===== src/rtl/multdiv_ctrl.sv =====
// Sequencing controller for the E-stage multiply/divide unit: latches the op,
// counts the fixed latency, and generates HI/LO write strobes and D-stage stalls.
module multdiv_ctrl #(
   parameter int MULT_CYCLES = 5,
   parameter int DIV_CYCLES  = 10,
   parameter int CNT_W       = 4
) (
   input  logic             clk,
   input  logic             reset,
   input  logic [1:0]       start_E,
   input  logic             sign_E,
   input  logic [1:0]       mt_E,
   input  logic             clear_E,
   input  logic             divisor_zero,
   input  logic             md_instr_D,
   output logic             busy,
   output logic [1:0]       op_q,
   output logic             sign_q,
   output logic [CNT_W-1:0] cnt,
   output logic             HIWrite,
   output logic             LOWrite,
   output logic             hi_sel_mt,
   output logic             stall_D,
   output logic             protocol_err
);

   typedef enum logic [1:0] {IDLE = 2'd0, MULT = 2'd1, DIV = 2'd2} state_t;

   localparam logic [CNT_W-1:0] MULT_LAST = CNT_W'(MULT_CYCLES - 1);
   localparam logic [CNT_W-1:0] DIV_LAST  = CNT_W'(DIV_CYCLES - 1);

   state_t state;
   logic   dz_q;
   logic   start_v, mt_v, done, res_wr, mt_wr, illegal;

   // Reserved encodings (11) are not requests; a flushed E stage masks both.
   assign start_v = !clear_E && (start_E == 2'b01 || start_E == 2'b10);
   assign mt_v    = !clear_E && (mt_E == 2'b01 || mt_E == 2'b10);

   assign busy    = (state != IDLE);
   assign done    = busy && (cnt == '0);
   assign res_wr  = done && !(state == DIV && dz_q);
   // Start beats a simultaneous mt, so the mt only writes from a quiet idle cycle.
   assign mt_wr   = !busy && !start_v && mt_v;
   assign illegal = (busy && (start_v || mt_v)) || (start_v && mt_v);

   assign HIWrite   = res_wr || (mt_wr && mt_E == 2'b01);
   assign LOWrite   = res_wr || (mt_wr && mt_E == 2'b10);
   assign hi_sel_mt = mt_wr;
   assign stall_D   = md_instr_D && (busy || start_v);

   always_ff @(posedge clk or negedge reset) begin
      if (!reset) begin
         state        <= IDLE;
         op_q         <= 2'b00;
         sign_q       <= 1'b0;
         cnt          <= '0;
         dz_q         <= 1'b0;
         protocol_err <= 1'b0;
      end else begin
         if (illegal) protocol_err <= 1'b1;
         case (state)
            IDLE: begin
               if (start_v) begin
                  state  <= (start_E == 2'b01) ? MULT : DIV;
                  op_q   <= start_E;
                  sign_q <= sign_E;
                  cnt    <= (start_E == 2'b01) ? MULT_LAST : DIV_LAST;
                  dz_q   <= (start_E == 2'b10) && divisor_zero;
               end
            end
            default: begin
               if (cnt == '0) begin
                  state <= IDLE;
                  op_q  <= 2'b00;
                  dz_q  <= 1'b0;
               end else begin
                  cnt <= cnt - 1'b1;
               end
            end
         endcase
      end
   end

endmodule


===== config.mk =====
export PLATFORM = sky130hd
export DESIGN_NAME = multdiv_ctrl
export DESIGN_NICKNAME = d
export VERILOG_FILES = /design/src/rtl/multdiv_ctrl.sv
export SDC_FILE = /design/constraint.sdc
export NUM_CORES = 1
export LEC_CHECK = 0
export ABC_AREA = 1
export CAP_MARGIN = 25
export CORE_MARGIN = 2
export CORE_UTILIZATION = 48
export CTS_CLUSTER_SIZE = 8
export DETAILED_ROUTE_END_ITERATION = 7
export MAX_ROUTING_LAYER = met4
export PLACE_DENSITY = 0.84
export SETUP_SLACK_MARGIN = 0.02
export SLEW_MARGIN = 5
export SYNTH_ARGS = -nofsm -noshare
export SYNTH_HDL_FRONTEND = slang
export SYNTH_SLANG_ARGS = --single-unit

===== constraint.sdc =====
create_clock -name clk -period 2.35 [get_ports clk]
set_input_delay 0.47 -clock clk [delete_from_list [all_inputs] [get_ports clk]]
set_output_delay 0.47 -clock clk [all_outputs]
set_load 0.02 [all_outputs]

# --- Word-level counts from Yosys, hierarchy flattened ---
# Cells that the tools add are included.
totals:
  regBits: 11
op_classes:
  addsub: 1
  eq_ne: 7
  mux: 13
  n_reduce_logical: 31
ops:
  columns: ["op", "count"]
  rows:
  - ["2-to-1 mux 4 bit", 4]
  - ["logical AND 1 bit", 13]
  - ["2-to-1 mux 2 bit", 6]
  - ["logical OR 1 bit", 7]
  - ["equality test 2 bit (second input constant)", 3]
  - ["AND reduction 2 bit", 3]
  - ["equality test 2 x 1 -> 1 bit (second input constant)", 2]
  - ["logical NOT 1 bit", 4]
  - ["logical NOT 4 bit", 1]
  - ["nonzero test 2 bit", 2]
  - ["subtractor 4 x 1 -> 4 bit (second input constant)", 1]
  - ["2-to-1 mux 1 bit", 3]
  - ["logical NOT 2 bit", 1]
  - ["inequality test 2 x 1 -> 1 bit (second input constant)", 1]
  - ["inequality test 2 bit (second input constant)", 1]

# --- Longest topological paths before layout ---
depth:
  depth_word: 8
  depth_mapped: 9
  mapped_depth_nobuf: 9

# --- Least setup slack after synthesis ---
# Ideal clock, no wire load.
synth_path:
  path_type: "input port to output port"
  start: "in start_E[0]"
  end: "out HIWrite"
  t_arrival_ns: 1.442
  t_required_ns: 1.880
  path_slack_ns: 0.438
  stages: 8
  n_path_buf: 0
  path_cell_list: "inv_1 -> ha_1 -> nor2_4 -> nor2_4 -> nand2_1 -> inv_1 -> nand2_1 -> nand2_1"
synth_between:
  elab_chain_len: 8
synth_lines:
  columns: ["item", "line", "source"]
  rows:
  - ["from (decl)", "10", "input logic [1:0] start_E,"]
  - ["equality test 2 x 1 -> 1 bit / equality test 2 bit (equally long branches)", "37", "assign start_v = !clear_E && (start_E == 2'b01 || start_E == 2'b10);"]
  - ["logical OR 1 bit *", "37", null]
  - ["logical AND 1 bit *", "37", null]
  - ["logical NOT 1 bit *", "44", "assign mt_wr = !busy && !start_v && mt_v;"]
  - ["logical AND 1 bit * (2 in a row)", "44", null]
  - ["via hi_sel_mt", "22", "output logic hi_sel_mt,"]
  - ["logical AND 1 bit *", "47", "assign HIWrite = res_wr || (mt_wr && mt_E == 2'b01);"]
  - ["logical OR 1 bit *", "47", null]
  - ["to (decl)", "20", "output logic HIWrite,"]
# The timed path passes the listed nets; every way through them passes the cells marked *.

# --- Worst setup path in the final report ---
layout_path:
  start: "in start_E[1]"
  end: "out HIWrite"
layout_between:
  elab_chain_len: 8
layout_lines:
  columns: ["item", "line"]
  rows:
  - ["equality test 2 x 1 -> 1 bit / equality test 2 bit (equally long branches)", "37"]
  - ["logical OR 1 bit *", "37"]
  - ["logical AND 1 bit *", "37"]
  - ["logical NOT 1 bit *", "44"]
  - ["logical AND 1 bit * (2 in a row)", "44"]
  - ["logical AND 1 bit *", "47"]
  - ["logical OR 1 bit *", "47"]
# Mark *: on every way between the ends. The rest lies on a longest branch, timed or not.

==> summary.md <==
| Metric | Value |
|---|---|
| First-pass GRT wire length | `2.82 mm` |
| CP most frequent cell | `nand2_1` |
| Slowest-stage cell, CP | `clkdlybuf4s50_1` |
| Grt total ovfl | `0` |
| Num CTS Buffers | `3` |
| Row count | `13` |
| CP endpoint kind | `primary output` |
| Outcome | `completed` |
| Mapped cell area | `719 um2` |
| DRT Pass-1 Iters | `4` |
| Synth top area share | `38.3%` |
| # port buffers | `22` |
| Vias per Instance | `4.82` |
| Final antenna-violating net count | `0` |
| Setup violations, final | `0` |
| I/O pin total | `23` |
| Synth area leader | `dfrtp_1` |
| Power Density | `1260 nW/um2` |
| Area growth, synth to finish | `45.7%` |
| Worst reg2reg startpoint | `cnt[0]$_DFFE_PN0P_` |
| Type of the worst setup path | `in2out` |
| Buf/Inv on CP | `3` |
| Clk_skew | `0.00268 ns` |
| Post-Synthesis Cells | `91` |
| Drt total wl | `1.60 mm` |
| Synth warnings | `0` |
| Min Tclk post-route | `2.27 ns` |
| Core Box Area | `1350 um2` |
| GR Util All Layers | `20.9%` |
| Distinct cells, synth | `19` |
| Final core utilization | `77.7%` |
| CTS Buffer Depth | `2` |
| DRC | `0` |
| Routed len/inst | `11.5 um` |
| Synth Area per Inst | `7.91 um2` |
| Largest cells by area after synthesis | `dfrtp_1 (38%), nand2_1 (16%), ha_1 (8.7%)` |
| Final hold viol count | `0` |
| CTS sink count | `11` |
| Die width | `42.7 um` |
| Worst Max-Slew Pin Slew | `0.503 ns` |
| Number of global-route vias before repair | `701` |
| CTS root buffer | `clkbuf_4` |
| Peak supply drop | `0.000697 V` |
| Antenna Cells | `0` |
| Relative slew slack | `66.4%` |
| Period utilization | `96.5%` |
| Min-delay worst type | `reg2reg` |
| Via count | `670` |
| Critical path required time | `1.88 ns` |
| Initial Utilization | `53.3%` |
| Crit-path max cell delay | `0.47 ns` |
| Syn nets | `106` |
| FILL cells | `100` |
| Hold Worst Slack | `0.481 ns` |
| Die area | `1820 um2` |
| Fraction of layout cells with a size suffix above 1 | `25.0%` |
| Clk_lat worst skew | `0.27 ns` |
| Initial antenna violation count | `0` |
| Crit. Startpoint | `start_E[1]` |
| H-Tree Depth | `1` |
| Final #Nets | `140` |
| Register bit total from synthesis | `11` |
| Hold path startpoint | `sign_q$_DFFE_PN0P_` |
| CTS tree | `built` |
| Clock transition at path regs | `0.07 ns` |
| Crit Path Max Fanout | `3` |
| Register area share after synthesis | `38.3%` |
| Critical Path AT | `1.80 ns` |
| Number of DRC markers in iteration 0 | `11` |
| Leakage | `0.550 nW` |
| Max-Cap Viols | `0` |
| RD Place Congestion | `0.730` |
| Critical path launch point type | `primary input` |
| RSZ-0062 raised after global routing | `no` |
| CP cell instances | `clkdlybuf4s50_1 -> ha_4 -> nor2_4 -> nor2_4 -> nand2_1 -> inv_1 -> nand2_1 -> nand2_1 -> buf_4` |
| Largest net degree at the start of global routing | `12` |
| Crit-path leading delay family | `buffers and inverters` |
| Fin. max-slew vios | `0` |
| Maximum clock rate | `441 MHz` |
| Chip Height | `42.7 um` |
| HPWL after DPL | `1.25 mm` |
## registers in the layout, indices dropped and copies added (netlist names)
register      count
cnt               4
dz_q              1
op_q              2
protocol_err      1
sign_q            1
state             2
## path summary, 6_finish.rpt
check / slack, ns / cells past startpoint / end
min reg2reg: 0.48 / 2 / sign_q$_DFFE_PN0P_
min: 0.48 / 2 / sign_q$_DFFE_PN0P_
min in group asynchronous: 0.53 / 1 / op_q[1]$_DFFE_PN0P_
max: 0.08 / 9 / HIWrite
max in group asynchronous: 1.48 / 1 / protocol_err$_DFFE_PN0P_
max reg2reg: 0.90 / 8 / op_q[0]$_DFFE_PN0P_
## cell families (layout without fill, tap and decap cells)
logic type / after synthesis / in the layout / synth area share (%)
flops: 11 / 11 / 38.3
buf+inv: 17 / 50 / 9.56
compound gates: 9 / 9 / 7.13
simple gates: 49 / 49 / 36.3
fa+ha+maj: 5 / 5 / 8.70
## cells in the mapped netlist
cell,number
a21oi_1,2
dfrtp_1,11
ha_1,5
inv_1,11
inv_2,4
inv_4,2
nand2_1,30
nand2_2,1
nand2_4,2
nand2_8,1
nand3_1,6
nand3b_1,1
nand4_4,1
nor2_1,5
nor2_4,2
o21ai_0,4
o21ai_1,1
o21ai_2,1
o21bai_1,1
## cell usage in the layout (no fill, tap or decap)
cell,synthesis,final
nand2_8,1,1
buf_4,0,9
inv_1,11,10
o21bai_1,1,1
nand2_4,2,2
dlymetal6s2s_1,0,2
nand2_2,1,1
o21ai_2,1,1
nor2_4,2,2
o21ai_1,1,1
nor2_1,5,4
dfrtp_1,11,11
inv_4,2,2
ha_4,0,1
buf_2,0,1
ha_1,5,4
clkdlybuf4s15_2,0,1
nand3_1,6,6
inv_2,4,5
nand3b_1,1,1
nand4_4,1,1
clkbuf_1,0,1
clkbuf_4,0,3
o21ai_0,4,4
a21oi_1,2,2
nand2_1,30,30
clkdlybuf4s50_1,0,16
nor2_2,0,1
## power by group
group / total, mW / internal [mW] / switching, mW
Sequential: 0.324 / 0.270 / 0.0540
Clock: 0.132 / 0.0658 / 0.0661
Combinational: 0.870 / 0.350 / 0.520
Total: 1.33 / 0.685 / 0.640
## layout make-up
class | instances | area, um2 | area share, %
multi-input cells | 63 | 390 | 37.2
flip-flops and latches | 11 | 275 | 26.3
well taps | 15 | 18.8 | 1.79
clock buffers | 4 | 26.3 | 2.51
inverters | 17 | 68.8 | 6.56
repair buffers | 29 | 269 | 25.7
## through the flow
| stage | total power, mW | TNS (ns) | cell area [um2] | instances | setup WS, ns |
|---|---|---|---|---|---|
| floorplan | 0.885 | 0 | 719 | 91 | 0.438 |
| global placement | 1.16 | -1.60 | 1000 | 134 | -0.450 |
| detailed placement | 1.18 | -1.70 | 1000 | 134 | -0.485 |
| CTS | 1.32 | 0 | 1030 | 138 | 0.0297 |
| finish | 1.33 | 0 | 1050 | 139 | 0.0813 |
| global route | 1.44 | 0 | 1050 | 139 | 0.0176 |
## worst min-delay path, cell delays in order (launching register included)
cell     delay [ns]
dfrtp_1        0.34
nand2_1        0.05
nand2_1        0.05
## per-layer routing
layer	up-vias	global-route usage [%]	share of wire (%)
li1	350	-	-
met5	-	-	0
met1	293	24.3	46
met4	0	12.5	2.6
met3	7	3.40	3.9
met2	20	33.3	47
## timing repair
item                                    CTS  global route
endpoints found under the setup margin    4             4
pin swaps                                 1             2
buffers inserted                          0             1
gates resized for setup                  18             4
hold buffers                              0             0
(Power assumes the default switching activity.)
